==> config.mk <==
export PLATFORM = sky130hd
export DESIGN_NAME = d_e_reg
export DESIGN_NICKNAME = d
export VERILOG_FILES = /design/src/rtl/d_e_reg.sv
export SDC_FILE = /design/constraint.sdc
export NUM_CORES = 1
export LEC_CHECK = 0
export CORE_AREA = 2 2 155 157
export DETAILED_ROUTE_END_ITERATION = 12
export DIE_AREA = 0 0 157 159
export GPL_ROUTABILITY_DRIVEN = 0
export PLACE_DENSITY_LB_ADDON = 0.05
export SYNTH_ARGS = -nofsm -noshare
export SYNTH_HDL_FRONTEND = slang
export SYNTH_SLANG_ARGS = --single-unit
==> constraint.sdc <==
create_clock -name clk -period 2.5 [get_ports clk]
set_input_delay 0.5 -clock clk [delete_from_list [all_inputs] [get_ports clk]]
set_output_delay 0.5 -clock clk [all_outputs]
set_load 0.05 [all_outputs]
==> src/rtl/d_e_reg.sv <==
// rtl/d_e_reg.sv - decode-to-execute pipeline register with write-back bypass
// Supports load, bubble (stall/flush), hold with a saturating hold counter, and sync reset.
module d_e_reg (
  input  logic        clk,
  input  logic        reset,
  input  logic        D_Stall,
  input  logic        D_Flush,
  input  logic        E_Hold,
  input  logic [31:0] D_Pc,
  input  logic [31:0] D_Instr,
  input  logic [31:0] D_RD1,
  input  logic [31:0] D_RD2,
  input  logic [4:0]  D_A1,
  input  logic [4:0]  D_A2,
  input  logic [4:0]  D_WA,
  input  logic [31:0] D_Ext,
  input  logic [1:0]  D_Tnew,
  input  logic        W_RegWrite,
  input  logic [4:0]  W_WA,
  input  logic [31:0] W_WD,
  output logic [31:0] E_Pc,
  output logic [31:0] E_Instr,
  output logic [31:0] E_V1,
  output logic [31:0] E_V2,
  output logic [31:0] E_Ext,
  output logic [4:0]  E_A1,
  output logic [4:0]  E_A2,
  output logic [4:0]  E_WA,
  output logic [1:0]  E_Tnew,
  output logic        E_Valid,
  output logic [3:0]  E_HoldCnt
);

  logic [31:0] r_pc       = '0;
  logic [31:0] r_instr    = '0;
  logic [31:0] r_v1       = '0;
  logic [31:0] r_v2       = '0;
  logic [31:0] r_ext      = '0;
  logic [4:0]  r_a1       = '0;
  logic [4:0]  r_a2       = '0;
  logic [4:0]  r_wa       = '0;
  logic [1:0]  r_tnew     = '0;
  logic        r_valid    = 1'b0;
  logic [3:0]  r_hold_cnt = '0;

  logic [31:0] w_v1n;
  logic [31:0] w_v2n;
  logic [1:0]  w_tnew;
  logic        w_fwd1;
  logic        w_fwd2;

  // Register 0 is hard-wired zero, so a write-back to it must never be forwarded.
  assign w_fwd1 = W_RegWrite && (W_WA != 5'd0) && (W_WA == D_A1);
  assign w_fwd2 = W_RegWrite && (W_WA != 5'd0) && (W_WA == D_A2);
  assign w_v1n  = w_fwd1 ? W_WD : D_RD1;
  assign w_v2n  = w_fwd2 ? W_WD : D_RD2;
  assign w_tnew = (D_Tnew == 2'd0) ? 2'd0 : D_Tnew - 2'd1;

  always_ff @(posedge clk) begin
    if (reset) begin
      r_pc       <= '0;
      r_instr    <= '0;
      r_v1       <= '0;
      r_v2       <= '0;
      r_ext      <= '0;
      r_a1       <= '0;
      r_a2       <= '0;
      r_wa       <= '0;
      r_tnew     <= '0;
      r_valid    <= 1'b0;
      r_hold_cnt <= '0;
    end else if (E_Hold) begin
      r_hold_cnt <= (r_hold_cnt == 4'hF) ? r_hold_cnt : r_hold_cnt + 4'd1;
    end else begin
      r_hold_cnt <= '0;
      r_pc       <= D_Pc;
      if (D_Stall || D_Flush) begin
        r_instr <= '0;
        r_v1    <= '0;
        r_v2    <= '0;
        r_ext   <= '0;
        r_a1    <= '0;
        r_a2    <= '0;
        r_wa    <= '0;
        r_tnew  <= '0;
        r_valid <= 1'b0;
      end else begin
        r_instr <= D_Instr;
        r_v1    <= w_v1n;
        r_v2    <= w_v2n;
        r_ext   <= D_Ext;
        r_a1    <= D_A1;
        r_a2    <= D_A2;
        r_wa    <= D_WA;
        r_tnew  <= w_tnew;
        r_valid <= 1'b1;
      end
    end
  end

  assign E_Pc      = r_pc;
  assign E_Instr   = r_instr;
  assign E_V1      = r_v1;
  assign E_V2      = r_v2;
  assign E_Ext     = r_ext;
  assign E_A1      = r_a1;
  assign E_A2      = r_a2;
  assign E_WA      = r_wa;
  assign E_Tnew    = r_tnew;
  assign E_Valid   = r_valid;
  assign E_HoldCnt = r_hold_cnt;

endmodule
==> results of run 1 <==
==> registers in the layout, summed over array words and instances, names as in the netlist <==
register	count
E_A1	5
E_A2	5
E_Ext	32
E_HoldCnt	4
E_Instr	32
E_Pc	32
E_Tnew	2
E_V1	32
E_V2	32
E_Valid	1
E_WA	5
==> area by class of cell <==
class	instances	area, um2	area share, %
Clock inverter	14	181	1.52
Timing Repair Buffer	429	4320	36.3
Tap cell	319	399	3.35
Sequential cell	182	3640	30.6
Inverter	1	3.75	0.0315
Clock buffer	18	439	3.69
Multi-Input combinational cell	404	2920	24.5
==> stage by stage <==
stage	total power [uW]	cell area, um2	utilization (%)	setup TNS, ns
floorplan	3690	6850	-	0
global placement	4360	11300	48.7	-4.01
detailed placement	4360	11300	48.7	-3.86
CTS	7240	11900	51.3	0
global route	7400	11900	51.3	0
finish	7140	11900	51.3	0
==> cells in the mapped netlist (all sizes together) <==
cell type / number / area share [%]
and2: 32 / 2.9
a31oi: 65 / 5.9
a21o: 1 / 0.11
nor2b: 1 / 0.091
xor2: 10 / 1.3
or4: 1 / 0.11
buf: 20 / 2.0
a221o: 64 / 9.3
nand2: 66 / 3.6
nor4: 1 / 0.31
o21a: 1 / 0.11
inv: 1 / 0.055
xnor2: 1 / 0.13
clkbuf: 50 / 2.7
nand2b: 1 / 0.091
ha: 1 / 0.18
dfxtp: 182 / 53
a22o: 79 / 10
o21ai: 2 / 0.15
nor2: 36 / 2.0
a211oi: 1 / 0.11
nand3: 2 / 0.15
nor3: 3 / 0.22
and3: 2 / 0.18
a32o: 1 / 0.15
mux2i: 33 / 4.8
==> layout by cell type, fill, tap and decap left out, types with 4 or more instances in the layout <==
cell / n
inv_8: 4
and2_1: 32
buf_12: 8
clkdlybuf4s50_1: 400
mux2i_1: 33
inv_6: 4
xor2_1: 10
a22o_1: 79
a31oi_1: 65
dfxtp_1: 182
clkbuf_16: 17
nand2_1: 66
buf_4: 20
nor2_1: 34
a221o_1: 64
==> cells by family (layout without fill, tap and decap cells) <==
kind of cell / Yosys count / in the layout / share of synthesized area (%)
buf+inv: 71 / 462 / 4.77
compound gates: 214 / 214 / 26.0
xor+xnor: 11 / 11 / 1.41
simple gates: 145 / 145 / 9.66
fa+ha+maj: 1 / 1 / 0.183
flops: 182 / 182 / 53.2
mux: 33 / 33 / 4.82
==> power by group <==
group	switching (uW)	internal, uW	leakage [uW]
sequential	48.8	2990	0.00148
clock	1290	1560	0.000303
combinational	667	588	0.00276
==> per-layer routing <==
metal / vias to the layer above / track usage (%)
li1: 3223 / -
met1: 3047 / 24.9
met2: 265 / 34.2
met3: 26 / 6.72
met4: 0 / 6.38
met5: - / 0
==> path summary, 6_finish.rpt <==
path	startpoint	endpoint	slack, ns	cells past startpoint
setup / recovery	E_HoldCnt[2]	E_HoldCnt[2]	0.31	1
hold / removal	E_Valid	E_Valid	0.46	1
setup reg to reg	E_HoldCnt[0]	E_HoldCnt[1]	1.40	4
hold reg to reg	E_Valid	E_Valid	0.46	1
==> metrics.cfg, run 1 <==
[route]
post-route-drc-count=0
drt_iter0_drc=316
ant_nets=0
post_drt_wl_per_cell_um=19.2
routed_wl_mm=26.3
vias=6561
routed.top_layer=met4
wl_met2_mm=12.6
routed-wl-met3_mm=2.21
wl_met1_mm=11.1
via_per_inst=4.80
drtPass1Iterations=5

[place]
hpwl_mm=19.0
place.port_buffers=401
dp_cells=1335
place_ws_ns=-0.0930

[pwr]
vdd_drop_max_mv=0.307
leakage_uw=0.00454
power_density_nw_per_um2=600

[timing]
maxSlewViolCount=0
rsz0062_at_grt=no
setup_viol=0
worst_slack_ns=0.307
fin_skew_ns=0.00239
worstMarginPinSlew_ns=0.679
post-route-period-util_pct=87.7
hold_viol=0
slew_headroom_pct=54.7
hold_ws_ns=0.461
fin_crit_ns=2.19
timing.fmax_mhz=456

[critical_path]
cp.required_ns=2.00
worstPathCellList=clkdlybuf4s50_1
worstPathArrival_ns=1.69
critPathMaxStageDelay_ns=0.85
endpoint_kind=output pin
critPathKind=reg2out
cp_num_buf_inv=1
start_kind=flip-flop
cpMaxStageDelayCell=clkdlybuf4s50_1
worstPathMaxFanout=5
path_delay_family=buffers and inverters

[global_routing]
grt_pass1_wl_mm=39.4
grtUsageTotal_pct=20.5
antenna_found_initial=0
grt_max_degree=99
grt_pass1_vias=6558
grt.overflow.total=0

[final_layout]
fin_cells=1367
layout-area-overhead-vs-synth_pct=73.7
fill_cells=2153
layout.nets=1256
layout-drive-gt1-share_pct=6.68
diodes=0

[die]
die_area_um2=25000
pin_count=402
core-area_um2=23200
rows=56
die_x_um=157
die_y_um=159
initial_core_util_pct=29.5

[yosys]
post_synth.cell_area_avg_um2=10.4
netlist_instances=657
syn_area_um2=6850
ys_ff_latch=182
ys_types=28
seq_area_frac_synth_pct=53.2
syn-num-nets=878
yosys_warnings=0

[clocking]
holdBufCountCts=0
clk_latency_ns=0.42
tritoncts.num_buffers=17
cts.sinks=182
cts_resized=0
cts-root-buf=clkbuf_16
post_cts.repair.setup_buffers=0
cts_tree=yes
htreeDepth=4
clk_path_buf_depth=2
clk_pin_slew_ns=0.07

[flow_run]
drv_cap=0

[run_status]
status=completed

[hold_path]
hold_path.class=reg2reg

(Power assumes the default switching activity.)
==> run 2, diff against run 1 <==
==> constraint.sdc (replaced) <==
create_clock -name clk -period 2.1 [get_ports clk]
set_input_delay 0.42 -clock clk [delete_from_list [all_inputs] [get_ports clk]]
set_output_delay 0.42 -clock clk [all_outputs]
set_load 0.05 [all_outputs]
==> metrics.cfg, run 2 (synthesized netlist as in run 1, its figures left out) <==
[timing]
fin_crit_ns=2.06
fin_skew_ns=0.00631  ; +0.00392 ns
slew_headroom_pct=61.9  ; +7.1 points
timing.fmax_mhz=485
maxSlewViolCount=0  ; unchanged
tns_ns=0  ; unchanged
rsz0062_at_grt=no
setup_viol=0  ; unchanged
hold_viol=0  ; unchanged
post-route-period-util_pct=98.2
worstMarginPinSlew_ns=0.570  ; -0.109 ns

[pwr]
switching_share_pct=28.7  ; +0.55 points
vdd_drop_max_mv=0.437  ; +42%
power_uw=8410  ; +18%
p_switching_uw=2410  ; +20%
p_comb_share_pct=17.9  ; +0.3 points
seqPwrFrac_pct=43.0  ; +0.5 points
clkPwrFrac_pct=39.1  ; -0.8 points
leakage_uw=0.00462  ; +1.8%
internal_power_uw=6000  ; +17%
power_density_nw_per_um2=704  ; +17%

[clocking]
post_cts.repair.setup_buffers=0  ; unchanged
htreeDepth=4  ; unchanged
tritoncts.num_buffers=17  ; unchanged
cts.sinks=182  ; unchanged
clk_path_buf_depth=2  ; unchanged
cts_tree=yes
cts-root-buf=clkbuf_16
clk_latency_ns=0.43  ; about the same
clk_pin_slew_ns=0.07  ; about the same
holdBufCountCts=0  ; unchanged

[final_layout]
multi_input_area_um2=2920  ; unchanged
layout-area-overhead-vs-synth_pct=74.2
final_common_cell=clkdlybuf4s50_1
fill_cells=2185  ; +1.5%
regArea_um2=3640  ; unchanged
final_cell_mix=clkdlybuf4s50_1 (391), dfxtp_1 (182), a22o_1 (79)
fin_cells=1371  ; +0.29%
fin_util_pct=51.5  ; +0.14 points
diodes=0  ; unchanged
layout-drive-gt1-share_pct=7.41  ; +0.74 points
layout.nets=1260  ; +0.32%

[hold_path]
hold_path.class=reg2reg

[critical_path]
cp.required_ns=1.68  ; -0.32 ns
critPathMaxStageDelay_ns=0.85  ; about the same
endpoint_kind=output pin
start_kind=flip-flop
worstPathCellList=clkdlybuf4s50_1
path_delay_family=buffers and inverters
worstPathMaxFanout=2  ; -3
worstPathArrival_ns=1.64  ; -0.05 ns
critPathKind=reg2out
cpMaxStageDelayCell=clkdlybuf4s50_1
cp_num_buf_inv=1  ; unchanged

[global_routing]
grt_max_degree=71  ; -28%
grt.overflow.total=0  ; unchanged
grtUsageTotal_pct=20.7  ; +0.22 points
grt_pass1_vias=6755  ; +3.0%
grt_pass1_wl_mm=39.9  ; +1.3%
antenna_found_initial=1  ; +1

[route]
routed_wl_mm=26.3  ; +0.13%
ant_nets=0  ; unchanged
post-route-drc-count=0  ; unchanged
via_per_inst=4.85  ; +1.1%
drtPass1Iterations=6  ; +1
drt_iter0_drc=364  ; +15%
vias=6652  ; +1.4%
post_drt_wl_per_cell_um=19.2  ; -0.17%

[die]
initial_core_util_pct=29.5  ; unchanged
die_x_um=157  ; unchanged
pin_count=402  ; unchanged
core-area_um2=23200  ; unchanged
die_y_um=159  ; unchanged
rows=56  ; unchanged
die_area_um2=25000  ; unchanged

[place]
hpwl_mm=19.1  ; +0.50%
place.port_buffers=401  ; unchanged
dp_cells=1339  ; +0.30%

[run_status]
status=completed

[flow_run]
drv_cap=0  ; unchanged

[run 2: changes by cell type in the layout (fill, tap and decap cells not counted), sizes merged]
cell	previous run	this run
bufinv	2	1
clkdlybuf4s50	400	391
clkinvlp	1	0
dlymetal6s2s	0	2
buf	29	37
dlygate4sd2	0	3
clkinv	3	5
[run 2: metal layers]
| layer | GRT usage [%] | up-vias | routed length, um |
|---|---|---|---|
| li1 | - | 3236 | - |
| met1 | 24.3 | 3107 | 10800 |
| met2 | 35.4 | 281 | 12700 |
| met3 | 7.32 | 26 | 2420 |
| met4 | 5.75 | 2 | 418 |
| met5 | 0 | - | 13 |
[run 2: final cells by class]
type / instances / area share (%)
clock buffer: 18 / 3.68
clock inverter: 14 / 1.30
inverter: 1 / 0.0314
multi-input combinational: 404 / 24.5
sequential: 182 / 30.5
tap: 319 / 3.34
timing repair buffer: 433 / 36.7
[run 2: final timing paths]
kind | slack, ns | depth (start not counted) | from | end
worst min-delay path | 0.46 | 1 | E_Valid | E_Valid
worst min register to register | 0.46 | 1 | E_Valid | E_Valid
worst max register to register | 1.00 | 4 | E_HoldCnt[0] | E_HoldCnt[0]
worst max-delay path | 0.04 | 1 | E_V1[18] | E_V1[18]
[run 2: stage by stage]
step | instance area [um2] | hold WS (ns) | setup WS (ns)
6_report | 11900 | 0.460 | 0.0385
3_5_place_dp | 11300 | 0.441 | -0.387
2_1_floorplan | 6850 | 0.531 | 0.181
3_3_place_gp | 11300 | 0.434 | -0.383
5_1_grt | 11900 | 0.490 | 0.00155
4_1_cts | 11900 | 0.459 | 0.00795
[run 2: power groups by stage]
stage          combinational [uW]  clock [uW]  sequential, uW
6_report                     1510        3290            3610
5_1_grt                      1590        3490            3630
4_1_cts                      1520        3380            3620
3_5_place_dp                 1520           0            3690
3_3_place_gp                 1510           0            3690
2_1_floorplan                 330           0            4070
[run 2: repair_timing]
item                       CTS  global route
setup endpoints to repair    3             2
pin swaps                    0             0
gates resized for setup      3             2
